<file path="src/rtl/cpu_pkg.sv">
// cpu_pkg: shared widths and memory-interface state encoding
package cpu_pkg;
  localparam int DATA_W = 32;
  localparam int ADDR_W = 9;
  typedef enum logic [1:0] {IDLE = 2'd0, READ = 2'd1, WRITE = 2'd2} mem_state_t;
endpackage

</file>
<file path="src/rtl/reg32.sv">
// reg32: generic enabled register with asynchronous active-low clear
// clock/clear_n: clock and async clear; i_en: load enable; i_d: data in; o_q: stored value
module reg32 #(
  parameter int W = 32
) (
  input  logic         clock,
  input  logic         clear_n,
  input  logic         i_en,
  input  logic [W-1:0] i_d,
  output logic [W-1:0] o_q
);
  always_ff @(posedge clock or negedge clear_n)
    if (!clear_n) o_q <= '0;
    else if (i_en) o_q <= i_d;
endmodule

</file>
<file path="src/rtl/mem_interface.sv">
// mem_interface: MAR/MDR stage with req/ack memory handshake, timeout and done pulse
// BusMuxOut/MARin/MDRin: bus loads in IDLE; Read/Write: start a transaction
// mem_*: single-port memory handshake; mdr_out: MDR to bus mux; busy/done/error: sequencer status
module mem_interface #(
  parameter int DATA_W  = cpu_pkg::DATA_W,
  parameter int ADDR_W  = cpu_pkg::ADDR_W,
  parameter int TIMEOUT = 16
) (
  input  logic              clock,
  input  logic              clear_n,
  input  logic [DATA_W-1:0] BusMuxOut,
  input  logic              MARin,
  input  logic              MDRin,
  input  logic              Read,
  input  logic              Write,
  output logic [DATA_W-1:0] mdr_out,
  output logic [ADDR_W-1:0] mem_addr,
  output logic [DATA_W-1:0] mem_wdata,
  output logic              mem_rd,
  output logic              mem_wr,
  input  logic [DATA_W-1:0] mem_rdata,
  input  logic              mem_ack,
  output logic              busy,
  output logic              done,
  output logic              error
);
  import cpu_pkg::*;
  localparam logic [7:0] LAST = 8'(TIMEOUT - 1);
  mem_state_t        r_state, w_next;
  logic [7:0]        r_cnt, w_cnt;
  logic              r_rd, r_wr, r_done, r_error, w_error;
  logic              w_idle, w_mdr_en;
  logic [DATA_W-1:0] w_mdr_d;
  assign w_idle   = r_state == IDLE;
  // MDR takes the bus only while idle, and memory data only on a read ack
  assign w_mdr_en = (w_idle && MDRin) || (r_state == READ && mem_ack);
  assign w_mdr_d  = w_idle ? BusMuxOut : mem_rdata;
  reg32 #(.W(ADDR_W)) u_mar (
    .clock   (clock),
    .clear_n (clear_n),
    .i_en    (w_idle && MARin),
    .i_d     (BusMuxOut[ADDR_W-1:0]),
    .o_q     (mem_addr)
  );
  reg32 #(.W(DATA_W)) u_mdr (
    .clock   (clock),
    .clear_n (clear_n),
    .i_en    (w_mdr_en),
    .i_d     (w_mdr_d),
    .o_q     (mdr_out)
  );
  assign mem_wdata = mdr_out;
  always_comb begin
    w_next  = r_state;
    w_cnt   = r_cnt + 8'd1;
    w_error = r_error;
    if (w_idle) begin
      w_cnt = '0;
      if (Read && Write) w_error = 1'b1;
      else if (Read || Write) begin
        w_next  = Read ? READ : WRITE;
        w_error = 1'b0;
      end
    end else if (mem_ack) w_next = IDLE;
    else if (r_cnt == LAST) begin
      w_next  = IDLE;
      w_error = 1'b1;
    end
  end
  always_ff @(posedge clock or negedge clear_n)
    if (!clear_n) begin
      r_state <= IDLE;
      r_cnt   <= '0;
      r_rd    <= 1'b0;
      r_wr    <= 1'b0;
      r_done  <= 1'b0;
      r_error <= 1'b0;
    end else begin
      r_state <= w_next;
      r_cnt   <= w_cnt;
      r_rd    <= w_next == READ;
      r_wr    <= w_next == WRITE;
      r_done  <= !w_idle && mem_ack;
      r_error <= w_error;
    end
  assign mem_rd = r_rd;
  assign mem_wr = r_wr;
  assign busy   = r_state != IDLE;
  assign done   = r_done;
  assign error  = r_error;
endmodule

</file>
<file path="config.mk">
export PLATFORM = sky130hd
export DESIGN_NAME = mem_interface
export DESIGN_NICKNAME = d
export VERILOG_FILES = /design/src/rtl/cpu_pkg.sv /design/src/rtl/reg32.sv /design/src/rtl/mem_interface.sv
export SDC_FILE = /design/constraint.sdc
export NUM_CORES = 1
export LEC_CHECK = 0
export ABC_AREA = 1
export BUFFER_PORTS_ARGS = -buffer_cell sky130_fd_sc_hd__buf_2
export CAP_MARGIN = 10
export CORE_AREA = 2 2 81 83
export CTS_BUF_LIST = sky130_fd_sc_hd__clkbuf_8
export CTS_CLUSTER_SIZE = 30
export DETAILED_ROUTE_END_ITERATION = 6
export DIE_AREA = 0 0 83 85
export GPL_TIMING_DRIVEN = 0
export PLACE_DENSITY = 0.84
export SETUP_SLACK_MARGIN = 0.1
export SYNTH_ARGS = -nofsm -noshare
export SYNTH_HDL_FRONTEND = slang
export SYNTH_HIERARCHICAL = 1
export SYNTH_SLANG_ARGS = --single-unit
</file>
<file path="constraint.sdc">
create_clock -name clock -period 3.5 [get_ports clock]
set_clock_uncertainty 0.1 [all_clocks]
set_input_delay 0.875 -clock clock [delete_from_list [all_inputs] [get_ports clock]]
set_output_delay 0.875 -clock clock [all_outputs]
set_load 0.005 [all_outputs]
</file>
==> metrics.md, run 1 <==
| Metric | Value |
|---|---|
| Net Sw Frac | `35.1%` |
| Final instance area | `0.00391 mm²` |
| Initial DRT Pass Iterations | `4` |
| Combinational power share | `44.4%` |
| Cts hold-fix bufs | `0` |
| Final core occ | `63.1%` |
| CTS tree | `built` |
| Post-Route WL | `7.21 mm` |
| Via/cell ratio | `4.59` |
| Pin count of the biggest net entering global routing | `56` |
| Ys Warns | `6` |
| Setup WS post-layout | `1.16 ns` |
| Final setup viols | `0` |
| Number of buffers and inverters on the critical path | `3` |
| Worst reg-to-reg path cell count | `8` |
| Pwr dens | `597 mW/mm²` |
| Drt drc | `0` |
| Clk root buf | `clkbuf_8` |
| Initial Util | `47.9%` |
| Routed Antenna Nets | `0` |
| Antenna diodes | `0` |
| RR Startpoint | `r_state[0]$_DFF_PN0_` |
| R2r endpoint | `u_mar/o_q[2]$_DFFE_PN0P_` |
| Clock sinks | `55` |
| Post-CTS sizing | `0` |
| Area of the core | `0.00620 mm²` |
| Postcts setup bufs | `0` |
| RSZ-0062 raised after global routing | `no` |
| CTS Buf Count | `5` |
| Tightest Pin Transition | `0.629 ns` |
| Number of port buffers | `148` |
| Critical Path AT | `1.36 ns` |
| Status | `completed` |
| H-tree Lvls | `2` |
| Clk pin slew, worst setup/hold paths | `0.10 ns` |
| Mapped Cells | `396` |
| Final non-filler cell total | `630` |
| Most frequent CP cell | `buf_2` |
| Fin Setup TNS | `0 ns` |
| Met2 WL | `3.63 mm` |
| Max-cap violations | `0` |
| Slowest cell delay on critical path | `0.44 ns` |
| Slowest CP cell | `dfrtp_1` |
| Hold_ws | `0.374 ns` |
| Global Route Usage Sum | `20.2%` |
| Synth-to-layout area growth | `31.7%` |
| Critical Path RT | `2.52 ns` |
| Cell variety after synth | `20` |
| CP max FO | `10` |
| Total grt overflow | `0` |
| Pins Over Slew Limit | `0` |
| Fin crit share | `66.7%` |
| Sequential element share of the synthesized area | `46.3%` |
| Slew margin rel. | `58.1%` |
| Skew-Pair Late Insertion Delay | `0.31 ns` |
| Initial antenna violation count | `0` |
| Mapped Avg Cell Area | `7.50 µm²` |
| Area leader, netlist | `dfrtp_1` |
| Placed Cells | `621` |
| Flops & latches, synth | `55` |
| Worst hold start | `r_cnt[0]$_DFF_PN0_` |
| Total power | `2.34 mW` |
| Leak Pwr | `2.46 nW` |
| Vias in the first global route | `2656` |
| DP Worst Slack | `1.42 ns` |
| Top-area cell type share of the netlist area | `46.3%` |
| Clock Power Share | `14.7%` |
| WHS Path Cells | `1` |
| # nets final | `624` |
| WL met3 | `541 µm` |
| Num rows | `29` |
| Layout cells sized above 1 | `39.4%` |
| Die H | `85 µm` |
| Top delay family on crit path | `flip-flops` |
| Gpl congestion | `0.853` |
| Highest metal used | `met4` |
| Met1 wire length | `2.96 mm` |
| Kind of critical path | `reg -> out` |
| Hold EP | `r_cnt[0]$_DFF_PN0_` |
| Fmax | `0.428 GHz` |
| Routed len/inst | `11.4 µm` |
| Min-delay worst type | `reg -> reg` |
| 1st-iter DRT viols | `87` |
| Peak VDD IR | `0.361 mV` |
| Startpoint Class | `flip-flop` |
| First-pass GRT wire length | `11.7 mm` |
| Crit path cell chain | `nor2_4, inv_2, buf_2, buf_2` |
| Fin crit period | `2.34 ns` |
| Final hold vios | `0` |
| Die Wd | `83 µm` |
| Setup slack, reg-to-reg | `1.86 ns` |
| Via Count | `2890` |
| Clock Tree Buf Depth | `2` |
| Instance area after placement | `0.00381 mm²` |
| Seq pwr share | `40.9%` |
| Area contributors post-synth | `dfrtp_1 46%, nand2_1 28%, buf_4 8.3%` |
| Crit. End Element | `output pin` |
| Net count after synthesis | `468` |
| Power Internal | `1.52 mW` |
| Die area | `0.00706 mm²` |
| I/O pin count | `149` |
| Post-Syn Area | `0.00297 mm²` |
| Hpwl dp | `5.56 mm` |
| Switching power total | `0.820 mW` |
## cell type report
cell class | instances | area, µm²
Timing Repair Buffer | 149 | 761
Tap cell | 77 | 96.3
Multi-Input combinational cell | 276 | 1110
Buffer | 48 | 414
Clock inverter | 3 | 16.3
Fill cell | 563 | 2290
Clock buffer | 5 | 68.8
Inverter | 17 | 71.3
Sequential cell | 55 | 1380
## power groups by stage
stage          logic, mW  registers (mW)  clock network (mW)
4_1_cts             1.05           0.956               0.356
3_3_place_gp        1.02           0.959                   0
5_1_grt             1.16           0.984               0.385
2_1_floorplan      0.595           0.967                   0
6_report            1.04           0.955               0.343
3_5_place_dp        1.05           0.967                   0
## cell usage in the layout (no fill, tap or decap), drive strengths merged
cell type and instances:
a21oi 5, buf 194, clkbuf 8, clkinv 1, clkinvlp 1, dfrtp 55
ha 1, inv 18, nand2 233, nand3 6, nand4 1, nor2 22
nor3 3, o21ai 3, o21bai 2
## Yosys cell counts (all sizes together)
cell      n
nor3      3
ha        1
nand4     1
dfrtp    55
nor2     22
inv      17
clkbuf    3
nand3     6
o21bai    2
nand2   233
buf      45
o21ai     3
a21oi     5
## worst max-delay path by stage
stage	startpoint	end	slack [ns]	depth (start not counted)
after global routing	r_state[0]$_DFF_PN0_	busy	1.08	4
final	r_state[0]$_DFF_PN0_	busy	1.16	4
after detailed placement	clear_n	u_mdr/o_q[11]$_DFFE_PN0P_	1.42	1
after floorplan	r_state[0]$_DFF_PN0_	busy	1.76	3
after CTS	r_state[0]$_DFF_PN0_	busy	1.15	4
after global placement	clear_n	u_mdr/o_q[18]$_DFFE_PN0P_	1.45	1
## sequential cells by signal, indices dropped and copies added (netlist names)
register / flops
r_state: 2
done: 1
u_mdr/o_q: 32
mem_wr: 1
mem_rd: 1
error: 1
r_cnt: 8
u_mar/o_q: 9
## metal layers
metal	up-vias	GRT usage [%]
met4	0	5.22
met1	1314	24.4
met3	9	5.16
li1	1462	-
met5	-	0
met2	105	36.3
## cells by family (layout without fill, tap and decap cells)
| group | count (synthesis) | after routing | synth area share (%) |
|---|---|---|---|
| flops | 55 | 55 | 46.3 |
| simple gates | 265 | 265 | 35.0 |
| fa+ha+maj | 1 | 1 | 0.421 |
| compound gates | 10 | 10 | 1.85 |
| buf+inv | 65 | 222 | 16.3 |
Power figures use the tool's default switching activity.
==> run 2: changes to the inputs <==
--- a/config.mk
+++ b/config.mk
@@ -5,16 +5,16 @@
 export SDC_FILE = /design/constraint.sdc
 export NUM_CORES = 1
 export LEC_CHECK = 0
-export ABC_AREA = 1
+export ABC_AREA = 0
 export BUFFER_PORTS_ARGS = -buffer_cell sky130_fd_sc_hd__buf_2
 export CAP_MARGIN = 10
-export CORE_AREA = 2 2 81 83
+export CORE_AREA = 2 2 87 89
 export CTS_BUF_LIST = sky130_fd_sc_hd__clkbuf_8
 export CTS_CLUSTER_SIZE = 30
 export DETAILED_ROUTE_END_ITERATION = 6
-export DIE_AREA = 0 0 83 85
+export DIE_AREA = 0 0 89 91
 export GPL_TIMING_DRIVEN = 0
-export PLACE_DENSITY = 0.84
+export PLACE_DENSITY = 0.77
 export SETUP_SLACK_MARGIN = 0.1
 export SYNTH_ARGS = -nofsm -noshare
 export SYNTH_HDL_FRONTEND = slang
==> constraint.sdc (replaced) <==
create_clock -name clock -period 1.9 [get_ports clock]
set_clock_uncertainty 0.1 [all_clocks]
set_input_delay 0.475 -clock clock [delete_from_list [all_inputs] [get_ports clock]]
set_output_delay 0.475 -clock clock [all_outputs]
set_load 0.005 [all_outputs]
==> run 2 against run 1 <==
Net effect: via count down 25%; combinational power up 100%; first-iteration DRC count down 40%; clock power up 94%; highest routed layer unchanged; sequential cell count unchanged; worst hold slack worse by 0.28 ns; routed wire length down 7.9%; largest power group unchanged; die area up 15%; design area up 2.8%; core utilization down 6.7 points.
==> metrics.md, run 2 <==
| Metric | Value |
|---|---|
| Area leader, netlist | `dfrtp_1` |
| Num rows | `31 (+6.9%)` |
| Total grt overflow | `0 (unchanged)` |
| Slew margin rel. | `53.7% (-4.4 points)` |
| Drt drc | `0 (unchanged)` |
| Die H | `91 µm (+7.1%)` |
| CTS Buf Count | `5 (unchanged)` |
| Min-delay worst type | `in -> async` |
| M2 GR Usage | `28.4% (-7.9 points)` |
| Crit. End Element | `output pin` |
| Fin crit period | `1.80 ns` |
| Routed len/inst | `13.9 µm (+22%)` |
| Net count after synthesis | `285 (-39%)` |
| FFs w/ async S/R, synth | `100% (unchanged)` |
| Routed Antenna Nets | `0 (unchanged)` |
| Clock Tree Buf Depth | `2 (unchanged)` |
| Critical Path RT | `1.32 ns (-1.20 ns)` |
| GRT Max-Usage Layer | `met2` |
| Pwr dens | `1130 mW/mm² (+90%)` |
| Die Wd | `89 µm (+7.2%)` |
| Flops & latches, synth | `55 (unchanged)` |
| Max reg flops | `32 (unchanged)` |
| Final core occ | `56.4% (-6.7 points)` |
| Largest Register | `u_mdr/o_q` |
| Pin count of the biggest net entering global routing | `56 (unchanged)` |
| Pins Over Slew Limit | `0 (unchanged)` |
| Global Route Usage Sum | `16.0% (-4.2 points)` |
| Top-area cell type share of the netlist area | `46.3% (about the same)` |
| Post-Route WL | `6.64 mm (-7.9%)` |
| Initial DRT Pass Iterations | `4 (unchanged)` |
| Synth-to-layout area growth | `35.3%` |
| Die area | `0.00810 mm² (+15%)` |
| Critical Path AT | `1.23 ns (-0.13 ns)` |
| CTS tree | `built` |
| Vias in the first global route | `2141 (-19%)` |
| Initial antenna violation count | `0 (unchanged)` |
| Met1 Track Usage GR | `20.3% (-4.1 points)` |
| Fin Setup TNS | `0 ns (unchanged)` |
| Final instance area | `0.00402 mm² (+2.8%)` |
| Via/cell ratio | `4.57 (-0.48%)` |
| Synth top cells by count | `55 x dfrtp_1, 39 x mux2_4, 34 x mux2_2` |
| Initial Util | `41.7% (-6.2 points)` |
| # nets final | `448 (-28%)` |
| Met3 GRT Util | `3.18% (-2.0 points)` |
| Status | `completed` |
| Leak Pwr | `2.08 nW (-15%)` |
| Main synth FF type | `dfrtp_1` |
| Antenna diodes | `0 (unchanged)` |
| Fmax | `0.555 GHz` |
| Commonest non-fill, non-tap cell in the layout | `buf_2` |
| Most frequent cells in the layout | `147 x buf_2, 54 x dfrtp_1, 40 x buf_4` |
| RSZ-0062 raised after global routing | `yes` |
| Final setup viols | `0 (unchanged)` |
| Largest regs | `u_mdr/o_q (32), u_mar/o_q (9), r_cnt (8)` |
| Most frequent cell after synthesis | `dfrtp_1` |
| DP Worst Slack | `-0.0114 ns (-1.44 ns)` |
| Mapped Avg Cell Area | `14.0 µm² (+86%)` |
| Startpoint Class | `flip-flop` |
| Sequential element share of the synthesized area | `46.3% (about the same)` |
| Number of port buffers | `148 (unchanged)` |
| Gpl congestion | `0.762 (-11%)` |
| Hpwl dp | `4.93 mm (-11%)` |
| Post-synth EDFFs | `0 (unchanged)` |
| Tightest Pin Transition | `0.695 ns (+0.0661 ns)` |
| Max-cap violations | `0 (unchanged)` |
| Mapped Cells | `213 (-46%)` |
| # fillers | `635 (+13%)` |
| I/O pin count | `149 (unchanged)` |
| Final hold vios | `0 (unchanged)` |
| 1st-iter DRT viols | `52 (-40%)` |
| First-pass GRT wire length | `10.3 mm (-12%)` |
| Fin crit share | `94.9%` |
| Clock sinks | `55 (unchanged)` |
| Area contributors post-synth | `dfrtp_1 46%, mux2_4 20%, mux2_2 13%` |
| Layout cells sized above 1 | `75.6% (+36 points)` |
| Cell variety after synth | `28 (+40%)` |
| Area of the core | `0.00714 mm² (+15%)` |
| Setup WS post-layout | `0.0973 ns (-1.07 ns)` |
| Post-Syn Area | `0.00297 mm² (about the same)` |
| Via Count | `2173 (-25%)` |
| CP max FO | `5 (-5)` |
| Ys Warns | `6 (unchanged)` |
| Peak VDD IR | `0.532 mV (+47%)` |
| Instance area after placement | `0.00384 mm² (+0.79%)` |
| Clk root buf | `clkbuf_8` |
| Skew-Pair Late Insertion Delay | `0.31 ns (about the same)` |
| Kind of critical path | `reg -> out` |
| H-tree Lvls | `2 (unchanged)` |
| Clk pin slew, worst setup/hold paths | `0.11 ns (about the same)` |
-- run 2: cell count changes after synthesis, moves of 6 or more --
| cell | change |
|---|---|
| nor2_1 | -15 |
| buf_6 | -6 |
| nand2_1 | -221 |
| mux2_2 | +34 |
| inv_1 | -12 |
| mux2_4 | +39 |
| nand2_2 | -10 |
-- run 2: power breakdown --
group	internal, mW	switching (mW)
Clock	0.268	0.399
Combinational	1.42	0.706
Sequential	1.51	0.264
Total	3.19	1.37
-- run 2: per-stage QoR --
step	power, mW	hold slack, ns	instances
detailed placement	3.85	0.368	460
CTS	4.59	0.287	473
floorplan	3.03	0.0794	213
global route	4.87	0.145	476
finish	4.56	0.0903	476
global placement	3.79	0.344	460
-- run 2: logic make-up after synthesis --
logic type / after synthesis / synth area share, %
buf+inv: 43 / 11.8
compound gates: 12 / 2.44
xor+xnor: 3 / 0.884
flops: 55 / 46.3
mux: 74 / 32.9
fa+ha+maj: 1 / 0.421
simple gates: 25 / 5.26
-- run 2: critical path, stage by stage, from the launching register on --
cell	delay, ns
dfrtp_2	0.44
nor2_4	0.20
buf_6	0.15
inv_4	0.03
buf_6	0.10
-- run 2: worst paths after layout --
kind                                 startpoint                        end  slack, ns  cells after the start
max                        r_state[0]$_DFF_PN0_                       busy        0.1                      4
min                                     clear_n   u_mdr/o_q[6]$_DFFE_PN0P_       0.09                      1
max reg2reg                r_state[0]$_DFF_PN0_  u_mdr/o_q[10]$_DFFE_PN0P_       0.11                      4
min reg2reg                  r_cnt[0]$_DFF_PN0_         r_cnt[0]$_DFF_PN0_       0.38                      1
max in group asynchronous               clear_n       r_state[0]$_DFF_PN0_       1.10                      1
min in group clock                 BusMuxOut[1]   u_mar/o_q[1]$_DFFE_PN0P_       0.30                      2
-- run 2: layout make-up --
cell class                 instances  area, µm²  share of cell area [%]
timing repair buffer             156        813                    20.2
buffer                            41        358                    8.90
sequential                        55       1380                    34.2
multi-input combinational        115       1250                    31.0
tap                               99        124                    3.08
clock inverter                     3       22.5                   0.560
inverter                           2       10.0                   0.249
clock buffer                       5       68.8                    1.71
-- run 2: metal layers --
layer  vias up  share of wire (%)  routed length (µm)
met2        83                 52                3460
met4         0               0.38                  25
li1       1032                  -                   -
met1      1052                 41                2750
met5         -                  0                   0
met3         6                6.1                 402
-- run 2: repair_timing --
action,CTS,global route
endpoints found under the setup margin,39,35
setup buffers,4,3
hold buffers,0,0
gates cloned,1,0
pin swaps,1,1
gates resized for setup,7,5
==> run 3: changes to the inputs <==
--- a/config.mk
+++ b/config.mk
@@ -14,6 +14,7 @@
 export DETAILED_ROUTE_END_ITERATION = 6
 export DIE_AREA = 0 0 89 91
 export GPL_TIMING_DRIVEN = 0
+export MAX_ROUTING_LAYER = met4
 export PLACE_DENSITY = 0.77
 export SETUP_SLACK_MARGIN = 0.1
 export SYNTH_ARGS = -nofsm -noshare
==> run 3 against run 2 <==
Net effect: cell count is the same; core utilization is the same; largest power group unchanged; first-iteration DRC count shrank 1.9%; critical path type unchanged; non-clock buffer count is the same; count of clock-buffer cells in the layout is the same.
==> metrics.md, run 3 (synthesis results as in run 2) <==
| Metric | Value |
|---|---|
| Status | `completed` |
| Die area | `0.00810 mm² (unchanged)` |
| Number of buffers and inverters on the critical path | `3 (unchanged)` |
| Slowest CP cell | `dfrtp_2` |
| Final instance area | `0.00402 mm² (unchanged)` |
| Initial antenna violation count | `0 (unchanged)` |
| Leak Pwr | `2.08 nW (unchanged)` |
| Fin crit period | `1.80 ns (-0.000810 ns)` |
| CP max FO | `5 (unchanged)` |
| Layout cells sized above 1 | `75.6% (unchanged)` |
| Clock Power Share | `14.5% (about the same)` |
| Via/cell ratio | `4.57 (unchanged)` |
| Skew-Pair Late Insertion Delay | `0.31 ns (about the same)` |
| Max reg flops | `32 (unchanged)` |
| Crit path cell chain | `nor2_4, buf_6, inv_4, buf_6` |
| Initial DRT Pass Iterations | `4 (unchanged)` |
| Slowest cell delay on critical path | `0.44 ns (about the same)` |
| Worst reg-to-reg path cell count | `4 (unchanged)` |
| R2r endpoint | `u_mdr/o_q[10]$_DFFE_PN0P_` |
| Antenna diodes | `0 (unchanged)` |
| CTS tree | `built` |
| Slew margin rel. | `53.7% (about the same)` |
| Initial Util | `41.7% (unchanged)` |
| Fmax | `0.555 GHz (about the same)` |
| Die H | `91 µm (unchanged)` |
| Most frequent cells in the layout | `147 x buf_2, 54 x dfrtp_1, 40 x buf_4` |
| Switching power total | `1.37 mW (-0.20%)` |
| Startpoint Class | `flip-flop` |
| Clk pin slew, worst setup/hold paths | `0.11 ns (about the same)` |
| I/O pin count | `149 (unchanged)` |
| Combinational power share | `46.5% (about the same)` |
| Max-cap violations | `0 (unchanged)` |
| 1st-iter DRT viols | `51 (-1.9%)` |
| Setup slack, reg-to-reg | `0.11 ns (about the same)` |
| Gpl congestion | `0.772 (+1.3%)` |
| Placed Cells | `460 (unchanged)` |
| Tightest Pin Transition | `0.695 ns (-0.000133 ns)` |
| Number of port buffers | `148 (unchanged)` |
| Pin count of the biggest net entering global routing | `56 (unchanged)` |
| Peak VDD IR | `0.532 mV (about the same)` |
| Clock Tree Buf Depth | `2 (unchanged)` |
| RSZ-0062 raised after global routing | `yes` |
| Clock sinks | `55 (unchanged)` |
| Instance area after placement | `0.00384 mm² (unchanged)` |
| Routed len/inst | `14.0 µm (+0.15%)` |
| Net Sw Frac | `29.9% (-0.043 points)` |
| Total power | `4.56 mW (about the same)` |
| Final non-filler cell total | `476 (unchanged)` |
| Clk root buf | `clkbuf_8` |
| Fin crit share | `94.8% (about the same)` |
| Pwr dens | `1130 mW/mm² (about the same)` |
| CTS Buf Count | `5 (unchanged)` |
| Min-delay worst type | `in -> async` |
| First-pass GRT wire length | `10.3 mm (unchanged)` |
| Global Route Usage Sum | `16.4% (+0.42 points)` |
| Post-Route WL | `6.65 mm (+0.15%)` |
| Commonest non-fill, non-tap cell in the layout | `buf_2` |
| Critical Path AT | `1.23 ns (about the same)` |
| Vias in the first global route | `2148 (+0.33%)` |
| Final hold vios | `0 (unchanged)` |
| Final core occ | `56.4% (unchanged)` |
| Final setup viols | `0 (unchanged)` |
| Routed Antenna Nets | `0 (unchanged)` |
| Power Internal | `3.19 mW (about the same)` |
| Seq pwr share | `38.9% (about the same)` |
| Drt drc | `0 (unchanged)` |
| Top delay family on crit path | `flip-flops` |
| RR Startpoint | `r_state[0]$_DFF_PN0_` |
| Via Count | `2173 (unchanged)` |
| Most frequent CP cell | `buf_6` |
| Pins Over Slew Limit | `0 (unchanged)` |
| # fillers | `635 (unchanged)` |
| # nets final | `448 (unchanged)` |
| Synth-to-layout area growth | `35.3% (unchanged)` |
| Hpwl dp | `4.93 mm (unchanged)` |
| H-tree Lvls | `2 (unchanged)` |
| Num rows | `31 (unchanged)` |
| Area of the core | `0.00714 mm² (unchanged)` |
| Largest regs | `u_mdr/o_q (32), u_mar/o_q (9), r_cnt (8)` |
| Total grt overflow | `0 (unchanged)` |
| Kind of critical path | `reg -> out` |
| Largest Register | `u_mdr/o_q` |
| Die Wd | `89 µm (unchanged)` |
| Critical Path RT | `1.32 ns (about the same)` |
| Crit. End Element | `output pin` |
run 3: how the worst max path moves through the flow:
stage,from,endpoint,slack [ns],cells after the start
2_1_floorplan,r_state[0]$_DFF_PN0_,u_mdr/o_q[10]$_DFFE_PN0P_,0.24,4
3_3_place_gp,r_state[0]$_DFF_PN0_,u_mdr/o_q[2]$_DFFE_PN0P_,-0.004,4
3_5_place_dp,r_state[0]$_DFF_PN0_,u_mdr/o_q[4]$_DFFE_PN0P_,-0.01,4
4_1_cts,r_state[1]$_DFF_PN0_,u_mar/o_q[2]$_DFFE_PN0P_,0.08,6
5_1_grt,r_state[0]$_DFF_PN0_,busy,0.04,4
6_report,r_state[0]$_DFF_PN0_,busy,0.1,4
run 3: area by class of cell:
type	instances	area, µm²	area share, %
Timing Repair Buffer	156	813	20.2
Buffer	41	358	8.90
Inverter	2	10.0	0.249
Multi-Input combinational cell	115	1250	31.0
Tap cell	99	124	3.08
Clock buffer	5	68.8	1.71
Sequential cell	55	1380	34.2
Clock inverter	3	22.5	0.560
run 3: power by group through the flow:
stage	Sequential (mW)	Clock [mW]	Combinational, mW
3_5_place_dp	1.80	0	2.06
3_3_place_gp	1.77	0	2.01
6_report	1.78	0.663	2.12
4_1_cts	1.78	0.693	2.11
2_1_floorplan	1.79	0	1.24
5_1_grt	1.83	0.736	2.30
run 3: what timing repair did:
action	CTS	global route
gates cloned	1	0
pin swaps	1	1
resized for setup	7	5
setup buffers	4	3
setup endpoints to repair	39	35
hold buffers	0	0
run 3: per-layer routing:
layer / wire length [µm] / GRT usage [%]
met1: 2740 / 20.1
met2: 3480 / 28.5
met3: 406 / 3.18
met4: 21 / 2.36
met5: 0 / -
run 3: stage by stage:
| step | setup TNS (ns) | setup slack (ns) | hold slack, ns |
|---|---|---|---|
| floorplan | 0 | 0.243 | 0.0794 |
| global placement | -0.00484 | -0.00425 | 0.344 |
| global route | 0 | 0.0354 | 0.142 |
| CTS | 0 | 0.0758 | 0.287 |
| detailed placement | -0.0249 | -0.0114 | 0.368 |
| finish | 0 | 0.0981 | 0.0930 |
